`config.mk`:
```
export PLATFORM = sky130hd
export DESIGN_NAME = fsqrt_arbiter
export DESIGN_NICKNAME = d
export VERILOG_FILES = /design/src/rtl/fsqrt_arbiter.sv
export SDC_FILE = /design/constraint.sdc
export NUM_CORES = 1
export LEC_CHECK = 0
export CAP_MARGIN = 20
export CORE_MARGIN = 5
export CORE_UTILIZATION = 48
export CTS_CLUSTER_DIAMETER = 40
export DETAILED_ROUTE_END_ITERATION = 6
export PLACE_DENSITY = 0.76
export SETUP_SLACK_MARGIN = 0.2
export SLEW_MARGIN = 20
export SYNTH_ARGS = -nofsm -noshare
export SYNTH_HDL_FRONTEND = slang
export SYNTH_SLANG_ARGS = --single-unit
```
`constraint.sdc`:
```
create_clock -name clk -period 3.3 [get_ports clk]
set_input_delay 0.99 -clock clk [delete_from_list [all_inputs] [get_ports clk]]
set_output_delay 0.99 -clock clk [all_outputs]
set_load 0.03 [all_outputs]
```
`src/rtl/fsqrt_arbiter.sv`:
```
// fsqrt_arbiter: shares one free-running pipelined fsqrt unit between two
// requesters. Issue is round-robin and credit-limited, so that every result
// that leaves the pipeline always has a free slot in its owner's response FIFO.
module fsqrt_arbiter #(
    parameter int LAT   = 3,
    parameter int DEPTH = 4
) (
    input  logic        clk,
    input  logic        rst,
    input  logic        req0_valid,
    output logic        req0_ready,
    input  logic [31:0] req0_x,
    input  logic        req1_valid,
    output logic        req1_ready,
    input  logic [31:0] req1_x,
    output logic [31:0] sq_x,
    input  logic [31:0] sq_y,
    output logic        rsp0_valid,
    input  logic        rsp0_ready,
    output logic [31:0] rsp0_y,
    output logic        rsp1_valid,
    input  logic        rsp1_ready,
    output logic [31:0] rsp1_y
);
    localparam int AW = $clog2(DEPTH);
    localparam int CW = $clog2(DEPTH + 1);
    localparam logic [CW:0]   OUT_LIMIT = DEPTH[CW:0];
    localparam logic [CW-1:0] FIFO_FULL = DEPTH[CW-1:0];

    logic [1:0]    req_valid;
    logic [1:0]    rsp_ready;
    logic [31:0]   req_x [2];
    logic [1:0]    eligible;
    logic [1:0]    cand;
    logic [1:0]    grant;
    logic [1:0]    retire;
    logic [1:0]    fifo_rd;
    logic [1:0]    fifo_ne;
    logic [CW:0]   out_cnt [2];
    logic [CW-1:0] inflight [2];
    logic [CW-1:0] fifo_cnt [2];
    logic [AW-1:0] wr_ptr [2];
    logic [AW-1:0] rd_ptr [2];
    logic [31:0]   fifo_mem [2][DEPTH];
    logic [LAT:0]  tag_vld;
    logic [LAT:0]  tag_own;
    logic          rr_ptr;

    assign req_valid = {req1_valid, req0_valid};
    assign rsp_ready = {rsp1_ready, rsp0_ready};
    assign req_x[0]  = req0_x;
    assign req_x[1]  = req1_x;

    // Stage LAT of the tag pipe lines up with sq_y: its owner takes the result.
    assign retire  = {tag_vld[LAT] & tag_own[LAT], tag_vld[LAT] & ~tag_own[LAT]};
    assign fifo_rd = fifo_ne & rsp_ready;

    // Credit check and round-robin pick; nothing is granted while in reset.
    always_comb begin
        for (int n = 0; n < 2; n++) begin
            out_cnt[n]  = {1'b0, inflight[n]} + {1'b0, fifo_cnt[n]};
            eligible[n] = out_cnt[n] < OUT_LIMIT;
            fifo_ne[n]  = fifo_cnt[n] != '0;
        end
        cand  = req_valid & eligible & {2{~rst}};
        grant = cand;
        if (cand == 2'b11) begin
            grant = rr_ptr ? 2'b10 : 2'b01;
        end
    end

    // Operand register, ownership tag pipe and round-robin pointer.
    always_ff @(posedge clk) begin
        if (rst) begin
            sq_x    <= '0;
            tag_vld <= '0;
            tag_own <= '0;
            rr_ptr  <= 1'b0;
        end else begin
            tag_vld <= {tag_vld[LAT-1:0], |grant};
            tag_own <= {tag_own[LAT-1:0], grant[1]};
            sq_x    <= grant[1] ? req_x[1] : (grant[0] ? req_x[0] : 32'h0);
            if (grant[0]) begin
                rr_ptr <= 1'b1;
            end else if (grant[1]) begin
                rr_ptr <= 1'b0;
            end
        end
    end

    // Per-requester credit counters and FIFO pointers, updated by net delta.
    always_ff @(posedge clk) begin
        if (rst) begin
            for (int n = 0; n < 2; n++) begin
                inflight[n] <= '0;
                fifo_cnt[n] <= '0;
                wr_ptr[n]   <= '0;
                rd_ptr[n]   <= '0;
            end
        end else begin
            for (int n = 0; n < 2; n++) begin
                case ({grant[n], retire[n]})
                    2'b10:   inflight[n] <= inflight[n] + CW'(1);
                    2'b01:   inflight[n] <= inflight[n] - CW'(1);
                    default: ;
                endcase
                case ({retire[n], fifo_rd[n]})
                    2'b10:   fifo_cnt[n] <= fifo_cnt[n] + CW'(1);
                    2'b01:   fifo_cnt[n] <= fifo_cnt[n] - CW'(1);
                    default: ;
                endcase
                if (retire[n]) begin
                    wr_ptr[n] <= wr_ptr[n] + AW'(1);
                end
                if (fifo_rd[n]) begin
                    rd_ptr[n] <= rd_ptr[n] + AW'(1);
                end
            end
        end
    end

    // Response storage; no reset needed since the counts gate visibility.
    always_ff @(posedge clk) begin
        for (int n = 0; n < 2; n++) begin
            if (retire[n]) begin
                fifo_mem[n][wr_ptr[n]] <= sq_y;
            end
        end
    end

    assert property (@(posedge clk) disable iff (rst) !(retire[0] && fifo_cnt[0] == FIFO_FULL))
        else $error("fsqrt_arbiter: response FIFO 0 written while full");
    assert property (@(posedge clk) disable iff (rst) !(retire[1] && fifo_cnt[1] == FIFO_FULL))
        else $error("fsqrt_arbiter: response FIFO 1 written while full");

    assign req0_ready = grant[0];
    assign req1_ready = grant[1];
    assign rsp0_valid = fifo_ne[0];
    assign rsp1_valid = fifo_ne[1];
    assign rsp0_y     = fifo_mem[0][rd_ptr[0]];
    assign rsp1_y     = fifo_mem[1][rd_ptr[1]];

endmodule
```
After elaboration in Yosys (flattened, before gate mapping)
Memories as Yosys holds them, arrays and structs flattened.
Cells that the tools add are included.
{"block": "op_classes", "n_mux": 71, "eq_ne": 9, "n_lt_le_gt_ge": 8, "bitwise": 23, "add_sub_neg": 14, "reduce_logical": 7}
{"op": "$mux W128", "count": 4}
{"op": "$mux W32", "count": 8}
{"op": "$bmux W32 S2", "count": 2}
{"op": "$demux W32 S2", "count": 2}
{"op": "$reduce_or A128 Y1", "count": 1}
{"op": "$mux W1", "count": 41}
{"op": "$mux W3", "count": 8}
{"op": "$add A3 B1 Y3 const B", "count": 4}
{"op": "$ge A3 B3 Y1 const B", "count": 4}
{"op": "$mux W2", "count": 6}
{"op": "$not A2 Y3", "count": 4}
{"op": "$or A1 B1 Y1", "count": 12}
{"op": "$sub A3 B1 Y3 const B", "count": 4}
{"op": "$eq A2 B2 Y1 const B", "count": 5}
{"op": "$add A2 B1 Y2 const B", "count": 4}
{"op": "$add A3 B3 Y4", "count": 2}
{"op": "$eq A2 B1 Y1 const B", "count": 4}
{"op": "$lt A4 B3 Y1 const B", "count": 2}
{"op": "$and A2 B2 Y2", "count": 3}
{"op": "$lt A3 B1 Y1 const B", "count": 2}
{"op": "$reduce_bool A3 Y1", "count": 2}
{"op": "$and A1 B1 Y1", "count": 2}
{"op": "$logic_and A1 B1 Y1", "count": 2}
{"op": "$not A1 Y1", "count": 2}
{"op": "other kinds (2)", "count": 2}
{"block": "word_totals", "ff_bits": 41, "ram_bits": 276, "inputBits": 102, "out_inout_bits": 100, "memories": 5, "word_cells": 141}
{"name": "fifo_mem", "words": 2, "word_bits": 128, "read_ports": 2, "rd_clocked_by_memory_dff": 0, "wr": 1, "line": "44", "text": "logic [31:0] fifo_mem [2][DEPTH];"}
{"name": "fifo_cnt", "words": 2, "word_bits": 3, "read_ports": 2, "rd_clocked_by_memory_dff": 0, "wr": 2, "line": "41", "text": "logic [CW-1:0] fifo_cnt [2];"}
{"name": "inflight", "words": 2, "word_bits": 3, "read_ports": 2, "rd_clocked_by_memory_dff": 0, "wr": 2, "line": "40", "text": "logic [CW-1:0] inflight [2];"}
{"name": "rd_ptr", "words": 2, "word_bits": 2, "read_ports": 2, "rd_clocked_by_memory_dff": 0, "wr": 2, "line": "43", "text": "logic [AW-1:0] rd_ptr [2];"}
{"name": "wr_ptr", "words": 2, "word_bits": 2, "read_ports": 2, "rd_clocked_by_memory_dff": 0, "wr": 2, "line": "42", "text": "logic [AW-1:0] wr_ptr [2];"}

Longest topological paths before layout
Gate-level depths: netlist of run 1.
{"block": "logic_depth", "word_depth": 12, "ltp_mapped": 9, "mapped_depth_nobuf": 9}

Worst setup path after synthesis of run 1
No wires, ideal clock.
{"block": "synth_timing", "kind": "input-to-output", "from": "input req0_valid", "to": "output req1_ready", "cell_stages": 5, "required_time_ps": 2310, "path_buffers": 2, "slack_ps": -87, "arrival_time_ps": 2397, "cell_sequence": "or4b_4 -> or4_4 -> and2_4 -> buf_6 -> buf_6"}
{"block": "synth_via", "elab_chain_len": 4}
{"item": "from (decl)", "line": "10", "text": "input logic req0_valid,"}
{"item": "$and A2 B2 Y2 (2 in series)", "line": "65", "text": "cand = req_valid & eligible & {2{~rst}};"}
{"item": "$eq A2 B2 Y1", "line": "67", "text": "if (cand == 2'b11) begin"}
{"item": "$mux W2", "line": "67"}
{"item": "to (decl)", "line": "14", "text": "output logic req1_ready,"}
No other way between the ends.

==> metrics.csv, run 1 <==
stage,metric,value,unit
outcome,outcome,finished with violations,
outcome,failing checks,setup timing,
critical_path,Crit Path Max Fanout,3,
critical_path,CP Cell Sequence,ha_1 > or4b_4 > or4_4 > and2_4 > buf_6,
synth,"FF+latch count, synth",317,
floorplan,row count,57,
pwr,Peak VDD IR,0.503,mV
grt,first-pass GRT wire length,42.6,mm
timing,final hold vios,0,
timing,actual slew at the worst max-slew pin,1.01,ns
drt,DR WL/cell,23.7,um
synth,register area share after synthesis,76.3,%
floorplan,die area,0.0281,mm^2
floorplan,Core ar.,0.0244,mm^2
critical_path,WP depth,5,
pwr,Power Density,709,mW/mm^2
pwr,P_leak,0.00556,uW
synth,"EDFF count, synth",276,
final_layout,area of the multi-input gates,0.00268,mm^2
cts,CTS max path bufs,3,
placement,Placed Cells,1100,
timing,fin. max-slew vios,0,
floorplan,initial core utilization,48.9,%
grt,GRT Overall Usage,20.1,%
cts,clock-pin slew on the worst setup and hold paths,0.06,ns
final_layout,layout cell share with drive strength beyond 1,30.4,%
placement,GPL Wtd Cong,0.843,
final_layout,area grow syn2layout,32.9,%
critical_path,Worst Path Buf+Inv,1,
critical_path,Setup crit end kind,output pin,
critical_path,crit path kind,reg -> out,
final_layout,ANT cells,0,
timing,final setup fails,2,
synth,Synth area leaders,"edfxtp_1 69%, mux4_2 12%, dfxtp_1 6.9%, a22o_1 2.3%, ha_1 1.9%",
worst_hold_path,hold depth,1,
timing,Clock Skew,0.0161,ns
critical_path,Setup crit end,req1_ready,
critical_path,reg2reg path depth,10,
cts,clk sink count,317,
critical_path,Crit path max-delay family,simple AND/OR/NAND/NOR gates,
synth,share of the synthesized area in the top cell type,69.4,%
grt,pin count of the biggest net entering global routing,39,
drt,Final ANT Viol Nets,0,
drt,DR pass1 iterations,5,
final_layout,Layout Nets,959,
drt,Via density,5.54,
floorplan,die width,168,um
grt,grt ovf,0,
critical_path,crit path DAT,2.52,ns
placement,Final HPWL DP,17.5,mm
timing,part of the cycle the worst path needs,106,%
synth,synthesized instance count,574,
drt,drt initial violations,581,
drt,number of remaining DRC errors,0,
worst_hold_path,Hold/Removal Path Class,reg -> reg,
critical_path,Worst Path Required,2.31,ns
synth,synthesized area,0.0119,mm^2
cts,"Hold-fix buffers, CTS",0,
cts,CTS tree,yes,
synth,asr flop ratio synth,0,%
synth,Yosys cell types,47,
final_layout,register area,0.00911,mm^2
cts,Clock Latency Late Sink,0.52,ns
cts,H-tree levels,2,
critical_path,crit start category,flip-flop,
timing,fin crit period,3.51,ns
critical_path,crit path from,fifo_cnt[0][2],
flow_run,max-cap violation count,0,
critical_path,"slowest stage delay, CP",0.55,ns
final_layout,"non-filler cells, final",1189,
floorplan,die height,168,um
drt,drt total wl,28.1,mm
worst_hold_path,hold path startpoint,tag_own[0],
cts,total CTS buffers,38,
final_layout,Final Cell Area,0.0159,mm^2
timing,setup slack after layout,-0.214,ns
timing,Slew HR,32.7,%
final_layout,Fillers,1655,
synth,syn_area_per_cell,20.8,um^2
critical_path,worst r2r src,fifo_cnt[1][2],
drt,DR vias,6583,
timing,fmax,285,MHz
placement,Post-DP Area,0.0145,mm^2
grt,vias in the first global route,7214,
critical_path,FF-to-FF setup slack,0.13,ns
cts,CTS root buffer,clkbuf_16,
floorplan,IO Pins,202,
synth,post-synth top area cell,edfxtp_1,
timing,unrepaired setup endpoints after global routing,yes,
critical_path,reg2reg end,inflight[0][2],
synth,syn_nets,695,
placement,Port Buffer Count,201,
synth,ys flop type,edfxtp_1,
synth,Syn. warnings,0,
grt,initial antenna violation count,2,
critical_path,Crit-path slowest cell,or4b_4,
## how the worst min path moves through the flow
stage / to / slack (ns)
4_1_cts: tag_own[1] / 0.44
6_report: tag_own[1] / 0.44
5_1_grt: tag_own[1] / 0.46
3_5_place_dp: tag_own[1] / 0.43
3_3_place_gp: tag_own[2] / 0.42
2_1_floorplan: tag_own[1] / 0.41
## worst register-to-register path, cell delays in order (launching register included)
cell and delay, ns:
edfxtp_1 0.46, ha_1 0.31, or4b_4 0.55, buf_6 0.14, or4b_4 0.49, a21oi_4 0.18, xor2_1 0.18, ha_2 0.23
nor2_2 0.04, a21o_1 0.15, o22a_1 0.19
## per-layer routing
layer	share of wire [%]	global-route usage, %	wire length [um]
met5	0.039	0	11
met4	2.2	5.89	618
met3	8.9	6.34	2520
met2	53	36.2	14900
met1	36	23.0	10100
## sequential cells by signal, summed over array words and instances (netlist names)
register / cells
inflight: 6
rd_ptr: 4
rr_ptr: 1
fifo_mem: 256
tag_vld: 4
tag_own: 4
wr_ptr: 4
sq_x: 32
fifo_cnt: 6
## per-stage QoR
stage / util [%] / setup TNS, ns / total power (uW) / hold slack, ns / worst slack (ns)
floorplan: - / -0.0199 / 6130 / 0.414 / -0.0199
global placement: 59.3 / -1.41 / 7070 / 0.423 / -0.356
detailed placement: 59.3 / -2.09 / 7120 / 0.431 / -0.410
CTS: 65.3 / -0.505 / 11300 / 0.444 / -0.313
global route: 65.0 / -0.595 / 11700 / 0.456 / -0.303
finish: 65.0 / -0.401 / 11200 / 0.442 / -0.214
## Yosys cell counts (2+ instances only)
master	instances
nor3b_1	2
nor2_1	14
inv_1	14
and2_1	7
nor3_1	2
o22ai_1	2
or3_1	3
buf_2	5
xor2_1	3
and3_1	6
edfxtp_1	276
mux4_2	64
a22o_1	32
xnor2_1	6
nand2b_1	4
buf_1	6
o22a_1	2
o21ai_0	3
a21oi_1	3
ha_1	18
buf_6	4
dfxtp_1	41
nor2b_1	9
nor3_2	2
nand2_1	12
or4b_4	2
o21ai_1	2
clkbuf_1	11
## area by class of cell
type	count	share of cell area [%]
sequential	317	57.4
clock inverter	21	1.53
multi-input combinational	217	16.9
clock buffer	46	6.36
tap	324	2.56
inverter	14	0.331
timing repair buffer	250	14.9
## power breakdown
part / internal (uW) / leakage, uW / switching (uW)
Combinational: 1130 / 0.00210 / 1350
Clock: 2520 / 0.000618 / 1610
Sequential: 4540 / 0.00285 / 93.0
## logic make-up (layout without fill, tap and decap cells)
kind of cell,count (synthesis),in the layout,share of synthesized area (%)
DFF,317,317,76.3
and+or+nand+nor,71,71,3.52
muxes,65,65,12.2
AOI/OAI and AO/OA,53,53,3.67
buffers and inverters,40,331,1.56
adders and majority gates,19,19,2.05
xor gates and xnor gates,9,9,0.661
## layout by cell type (no fill, tap or decap), drive strengths merged, types with 5 or more instances in the layout
cell type | netlist | final
nor2b | 10 | 10
inv | 14 | 20
a22o | 32 | 32
and2 | 8 | 8
edfxtp | 276 | 276
buf | 15 | 80
xnor2 | 6 | 6
clkdlybuf4s15 | 0 | 17
clkbuf | 11 | 62
dfxtp | 41 | 41
clkinv | 0 | 10
ha | 18 | 18
mux4 | 64 | 64
a21oi | 5 | 5
and3 | 6 | 6
nor2 | 14 | 14
clkdlybuf4s50 | 0 | 131
nand2 | 12 | 12
o21ai | 5 | 5
## what timing repair did
item,4_1_cts,5_1_grt
cloned,2,0
setup buffers,11,9
pin swaps,6,7
setup endpoints to repair,64,42
gates resized for setup,177,72
No activity file was read; power rests on OpenSTA's default activity.
==> inputs of run 2 (changes only) <==
Settings changed: CORE_UTILIZATION 48 to 53, PLACE_DENSITY 0.76 to 0.8.
Clock period 3.3 ns to 3.95 ns, I/O delays scaled along.
==> metrics.csv, run 2 (synthesis gave the netlist of run 1 again) <==
stage,metric,value,unit,change
outcome,outcome,"finished, final reports clean",,was finished with violations
placement,GPL Wtd Cong,0.851,,was 0.843
grt,GR peak layer,met2,,unchanged
drt,DR pass1 iterations,4,,was 5
final_layout,"commonest non-fill, non-tap cells in the layout","276 x edfxtp_1, 197 x clkdlybuf4s50_1, 64 x mux4_2",,"was 276 x edfxtp_1, 131 x clkdlybuf4s50_1, 64 x mux4_2"
cts,H-tree levels,2,,unchanged
timing,fmax,267,MHz,
timing,Clock Skew,0.0140,ns,was 0.0161 ns
placement,Post-DP Area,0.0143,mm^2,was 0.0145 mm^2
pwr,Int Power,6760,uW,was 8190 uW
pwr,Peak VDD IR,0.327,mV,was 0.503 mV
timing,final setup fails,0,,was 2
pwr,Net Sw Frac,27.2,%,was 27.1%
critical_path,Crit path max-delay family,simple AND/OR/NAND/NOR gates,,unchanged
drt,Final ANT Viol Nets,0,,unchanged
critical_path,crit path DAT,2.56,ns,was 2.52 ns
placement,Final HPWL DP,16.4,mm,was 17.5 mm
timing,part of the cycle the worst path needs,94.9,%,
grt,met1 GRT Util,24.4,%,was 23.0%
critical_path,Worst Path Buf+Inv,2,,was 1
floorplan,die width,160,um,was 168 um
cts,clock-pin slew on the worst setup and hold paths,0.05,ns,was 0.06 ns
final_layout,max FFs per register,256,,unchanged
drt,number of remaining DRC errors,0,,unchanged
pwr,Clk pwr share,37.1,%,was 36.7%
critical_path,Worst Path Required,2.76,ns,was 2.31 ns
cts,total CTS buffers,40,,was 38
grt,first-pass GRT wire length,40.0,mm,was 42.6 mm
grt,global-route track usage on met3,6.04,%,was 6.34%
final_layout,Layout Nets,927,,was 959
final_layout,final core utilization,69.6,%,was 65.0%
pwr,combinational share of power,21.2,%,was 22.1%
pwr,P_leak,0.00530,uW,was 0.00556 uW
critical_path,Crit Path Max Fanout,5,,was 3
cts,"Hold-fix buffers, CTS",0,,unchanged
timing,final hold vios,0,,unchanged
floorplan,die height,160,um,was 168 um
final_layout,ANT cells,0,,unchanged
grt,vias in the first global route,6989,,was 7214
pwr,Seq pwr share,41.8,%,was 41.2%
timing,hold_ws,0.432,ns,was 0.442 ns
timing,Setup TNS,0,ns,was -0.401 ns
cts,CTS max path bufs,3,,unchanged
grt,initial antenna violation count,0,,was 2
critical_path,CP Cell Sequence,clkdlybuf4s50_1 > or4_4 > and2_4 > buf_6,,was ha_1 > or4b_4 > or4_4 > and2_4 > buf_6
critical_path,crit path kind,in -> out,,was reg -> out
timing,fin. max-slew vios,0,,unchanged
worst_hold_path,Hold/Removal Path Class,reg -> reg,,unchanged
grt,pin count of the biggest net entering global routing,39,,unchanged
final_layout,Final Cell Area,0.0156,mm^2,was 0.0159 mm^2
drt,DR vias,6283,,was 6583
floorplan,die area,0.0256,mm^2,was 0.0281 mm^2
floorplan,Core ar.,0.0224,mm^2,was 0.0244 mm^2
drt,DR WL/cell,23.0,um,was 23.7 um
floorplan,row count,55,,was 57
critical_path,Crit-path slowest cell,or4_4,,was or4b_4
timing,fin crit period,3.75,ns,
pwr,Power Density,594,mW/mm^2,was 709 mW/mm^2
final_layout,area grow syn2layout,30.8,%,was 32.9%
grt,grt ovf,0,,unchanged
critical_path,"slowest stage delay, CP",0.56,ns,was 0.55 ns
timing,unrepaired setup endpoints after global routing,yes,,unchanged
cts,CTS tree,yes,,unchanged
cts,clk sink count,317,,unchanged
placement,Port Buffer Count,201,,unchanged
cts,Clock Latency Late Sink,0.51,ns,was 0.52 ns
drt,Via density,5.60,,was 5.54
grt,grt met2 use,36.0,%,was 36.2%
drt,drt total wl,25.9,mm,was 28.1 mm
critical_path,crit start category,input port,,was flip-flop
pwr,Psw,2520,uW,was 3050 uW
floorplan,IO Pins,202,,unchanged
final_layout,layout cell share with drive strength beyond 1,20.3,%,was 30.4%
grt,GRT Overall Usage,20.4,%,was 20.1%
cts,CTS root buffer,clkbuf_16,,unchanged
final_layout,"commonest non-fill, non-tap cell in the layout",edfxtp_1,,unchanged
timing,Slew HR,35.6,%,was 32.7%
critical_path,Setup crit end kind,output pin,,unchanged
timing,actual slew at the worst max-slew pin,0.966,ns,was 1.01 ns
floorplan,initial core utilization,53.2,%,was 48.9%
flow_run,max-cap violation count,0,,unchanged
drt,drt initial violations,452,,was 581
## run 2: per-layer routing
layer | part of all wire, % | routed length [um]
met1 | 37 | 9570
met2 | 52 | 13500
met3 | 8.6 | 2220
met4 | 2.2 | 560
met5 | 0 | 0
## run 2: worst reg2reg max path, delay by kind of cell, from the launching register on
kind,cells,cell delay (ns)
compound gates,3,0.53
xor+xnor,1,0.16
fa+ha+maj,2,0.54
simple gates,3,1.20
flops,1,0.45
## run 2: stage by stage
step | std cells | worst slack, ns | total power [uW]
floorplan | 574 | 0.230 | 5110
global placement | 1047 | -0.0893 | 5850
detailed placement | 1047 | -0.106 | 5900
CTS | 1121 | 0.146 | 9360
global route | 1122 | 0.158 | 9640
finish | 1122 | 0.202 | 9280
## run 2: path summary, 6_finish.rpt
path,to,slack (ns),from,depth (start not counted)
max,req1_ready,0.20,rst,4
min reg2reg,tag_own[1],0.43,tag_own[0],1
max reg2reg,inflight[0][2],0.83,fifo_cnt[1][2],9
min,tag_own[1],0.43,tag_own[0],1
## run 2: layout make-up
class	count	area, um^2
sequential	317	9110
fill	1413	6830
multi-input combinational	217	2660
timing repair buffer	216	2150
clock buffer	43	1030
tap	285	357
clock inverter	30	251
inverter	14	52.6
## run 2: power groups by stage
stage / Sequential [uW] / Combinational (uW) / Clock, uW
after CTS: 3880 / 1980 / 3500
after global placement: 3940 / 1920 / 0
after global routing: 3880 / 2080 / 3670
after floorplan: 4030 / 1080 / 0
after detailed placement: 3940 / 1960 / 0
final: 3870 / 1960 / 3440
## run 2: repair_timing
| item | in CTS | in global routing |
|---|---|---|
| hold endpoints to repair | 0 | 0 |
| setup buffers | 1 | 1 |
| pin swaps | 4 | 3 |
| gates resized for setup | 5 | 3 |
| endpoints found under the setup margin | 2 | 23 |
==> inputs of run 3 (changes only) <==
Settings changed: CTS_CLUSTER_SIZE from default to 8.
==> metrics.csv, run 3 (synthesis gave the netlist of run 1 again) <==
stage,metric,value,unit,change
outcome,outcome,"finished, final reports clean",,unchanged
final_layout,Fillers,1407,,was 1413
pwr,Net Sw Frac,26.0,%,was 27.2%
final_layout,"non-filler cells, final",1119,,was 1122
timing,fin crit period,3.71,ns,was 3.75 ns
placement,Placed Cells,1047,,unchanged
drt,drt initial violations,432,,was 452
timing,unrepaired setup endpoints after global routing,yes,,unchanged
timing,part of the cycle the worst path needs,93.9,%,was 94.9%
drt,DR WL/cell,23.6,um,was 23.0 um
placement,Port Buffer Count,201,,unchanged
final_layout,register area,0.00911,mm^2,unchanged
cts,H-tree levels,2,,unchanged
pwr,Int Power,6870,uW,was 6760 uW
final_layout,area grow syn2layout,30.8,%,about the same
grt,initial antenna violation count,1,,was 0
floorplan,die width,160,um,unchanged
floorplan,Core ar.,0.0224,mm^2,unchanged
flow_run,max-cap violation count,0,,unchanged
critical_path,Worst Path Required,2.76,ns,about the same
final_layout,layout cell share with drive strength beyond 1,18.7,%,was 20.3%
drt,number of remaining DRC errors,0,,unchanged
placement,Placement Setup Slack,-0.106,ns,unchanged
timing,final setup fails,0,,unchanged
cts,clock-pin slew on the worst setup and hold paths,0.05,ns,about the same
final_layout,"commonest non-fill, non-tap cells in the layout","276 x edfxtp_1, 196 x clkdlybuf4s50_1, 64 x mux4_2",,"was 276 x edfxtp_1, 197 x clkdlybuf4s50_1, 64 x mux4_2"
critical_path,crit path DAT,2.53,ns,was 2.56 ns
drt,DR vias,6270,,was 6283
placement,Final HPWL DP,16.4,mm,unchanged
final_layout,max FFs per register,256,,unchanged
timing,actual slew at the worst max-slew pin,0.991,ns,was 0.966 ns
floorplan,initial core utilization,53.2,%,unchanged
drt,drt total wl,26.4,mm,was 25.9 mm
grt,pin count of the biggest net entering global routing,39,,unchanged
critical_path,FF-to-FF setup slack,0.82,ns,was 0.83 ns
drt,max layer used,met5,,was met4
cts,clk sink count,317,,unchanged
critical_path,crit start category,flip-flop,,was input port
cts,CTS tree,yes,,unchanged
placement,GPL Wtd Cong,0.851,,unchanged
grt,vias in the first global route,6967,,was 6989
pwr,Clk pwr share,36.9,%,was 37.1%
floorplan,die height,160,um,unchanged
timing,fmax,270,MHz,was 267 MHz
timing,final hold vios,0,,unchanged
critical_path,reg2reg end,inflight[0][2],,unchanged
critical_path,reg2reg path depth,9,,unchanged
floorplan,row count,55,,unchanged
final_layout,Layout Nets,935,,was 927
critical_path,Setup crit end,req1_ready,,unchanged
critical_path,Setup crit end kind,output pin,,unchanged
floorplan,IO Pins,202,,unchanged
timing,Slew HR,33.9,%,was 35.6%
critical_path,Crit-path slowest cell,or4b_4,,was or4_4
cts,CTS root buffer,clkbuf_16,,unchanged
drt,DR pass1 iterations,4,,unchanged
critical_path,CP Cell Sequence,ha_1 > or4b_4 > or4_4 > and2_4 > buf_6,,was clkdlybuf4s50_1 > or4_4 > and2_4 > buf_6
critical_path,crit path kind,reg -> out,,was in -> out
pwr,combinational share of power,21.3,%,was 21.2%
pwr,P_leak,0.00532,uW,was 0.00530 uW
pwr,Peak VDD IR,0.337,mV,was 0.327 mV
final_layout,"commonest non-fill, non-tap cell in the layout",edfxtp_1,,unchanged
drt,WL met2,13.6,mm,was 13.5 mm
worst_hold_path,Hold/Removal Path Class,reg -> reg,,unchanged
timing,Clock Skew,0.0115,ns,was 0.0140 ns
pwr,Power Density,595,mW/mm^2,was 594 mW/mm^2
drt,Via density,5.60,,about the same
cts,total CTS buffers,47,,was 40
critical_path,Crit Path Max Fanout,3,,was 5
drt,Metal-1 WL,9.99,mm,was 9.57 mm
cts,CTS max path bufs,3,,unchanged
cts,Clock Latency Late Sink,0.51,ns,about the same
grt,first-pass GRT wire length,40.4,mm,was 40.0 mm
final_layout,ANT cells,0,,unchanged
timing,fin. max-slew vios,0,,unchanged
pwr,Psw,2410,uW,was 2520 uW
pwr,Seq pwr share,41.8,%,about the same
grt,grt ovf,0,,unchanged
critical_path,worst r2r src,fifo_cnt[1][2],,unchanged
timing,setup slack after layout,0.240,ns,was 0.202 ns
drt,metal3 WL,2.20,mm,was 2.22 mm
critical_path,"slowest stage delay, CP",0.54,ns,was 0.56 ns
floorplan,die area,0.0256,mm^2,unchanged
final_layout,area of the multi-input gates,0.00266,mm^2,about the same
critical_path,crit path from,fifo_cnt[0][2],,was rst
grt,GRT Overall Usage,20.7,%,was 20.4%
drt,Final ANT Viol Nets,0,,unchanged
==> run 3: critical path: cells and delay by family (launching register included) <==
| kind | cells | cell delay, ns |
|---|---|---|
| AND/OR/NAND/NOR | 3 | 1.14 |
| flip-flops | 1 | 0.42 |
| buffers and inverters | 1 | 0.13 |
| adder cells (fa/ha/maj) | 1 | 0.32 |
==> run 3: how the worst min path moves through the flow <==
stage / depth (start not counted) / endpoint / startpoint
2_1_floorplan: 1 / tag_own[1] / tag_own[0]
3_3_place_gp: 1 / tag_own[1] / tag_own[0]
3_5_place_dp: 1 / tag_own[1] / tag_own[0]
4_1_cts: 1 / tag_own[1] / tag_own[0]
5_1_grt: 1 / tag_own[3] / tag_own[2]
6_report: 1 / tag_vld[3] / tag_vld[2]
==> run 3: final cells by class <==
cell class / instances / area share, %
clock buffers: 63 / 7.98
multi-input cells: 217 / 17.1
clock inverters: 6 / 0.208
flip-flops and latches: 317 / 58.3
inverters: 14 / 0.337
repair buffers: 217 / 13.8
well taps: 285 / 2.28
==> run 3: what timing repair did <==
item | in CTS | in global routing
buffers inserted | 1 | 2
hold endpoints to repair | 0 | 0
endpoints found under the setup margin | 4 | 2
hold buffers | 0 | 0
pin swaps | 4 | 4
resized for setup | 7 | 4
cloned | 0 | 0
==> run 3: power by group through the flow <==
stage | Clock (uW) | Combinational [uW] | Sequential, uW
finish | 3430 | 1970 | 3880
global route | 3670 | 2090 | 3890
CTS | 3490 | 1990 | 3880
detailed placement | 0 | 1960 | 3940
global placement | 0 | 1920 | 3940
floorplan | 0 | 1080 | 4030
==> run 3: per-stage QoR <==
stage	TNS (ns)	total power [uW]	area, um^2	utilization (%)	hold WS, ns
2_1_floorplan	0	5110	11900	-	0.414
3_3_place_gp	-0.134	5850	14300	63.7	0.421
3_5_place_dp	-0.175	5900	14300	63.7	0.420
4_1_cts	0	9360	15600	69.5	0.430
5_1_grt	0	9650	15600	69.6	0.457
6_report	0	9280	15600	69.6	0.429
==> run 3: per-layer routing <==
layer	vias to the layer above	global-route usage, %
met1	3135	24.9
met3	40	6.25
li1	2801	-
met5	-	0
met2	292	36.4
met4	2	5.79
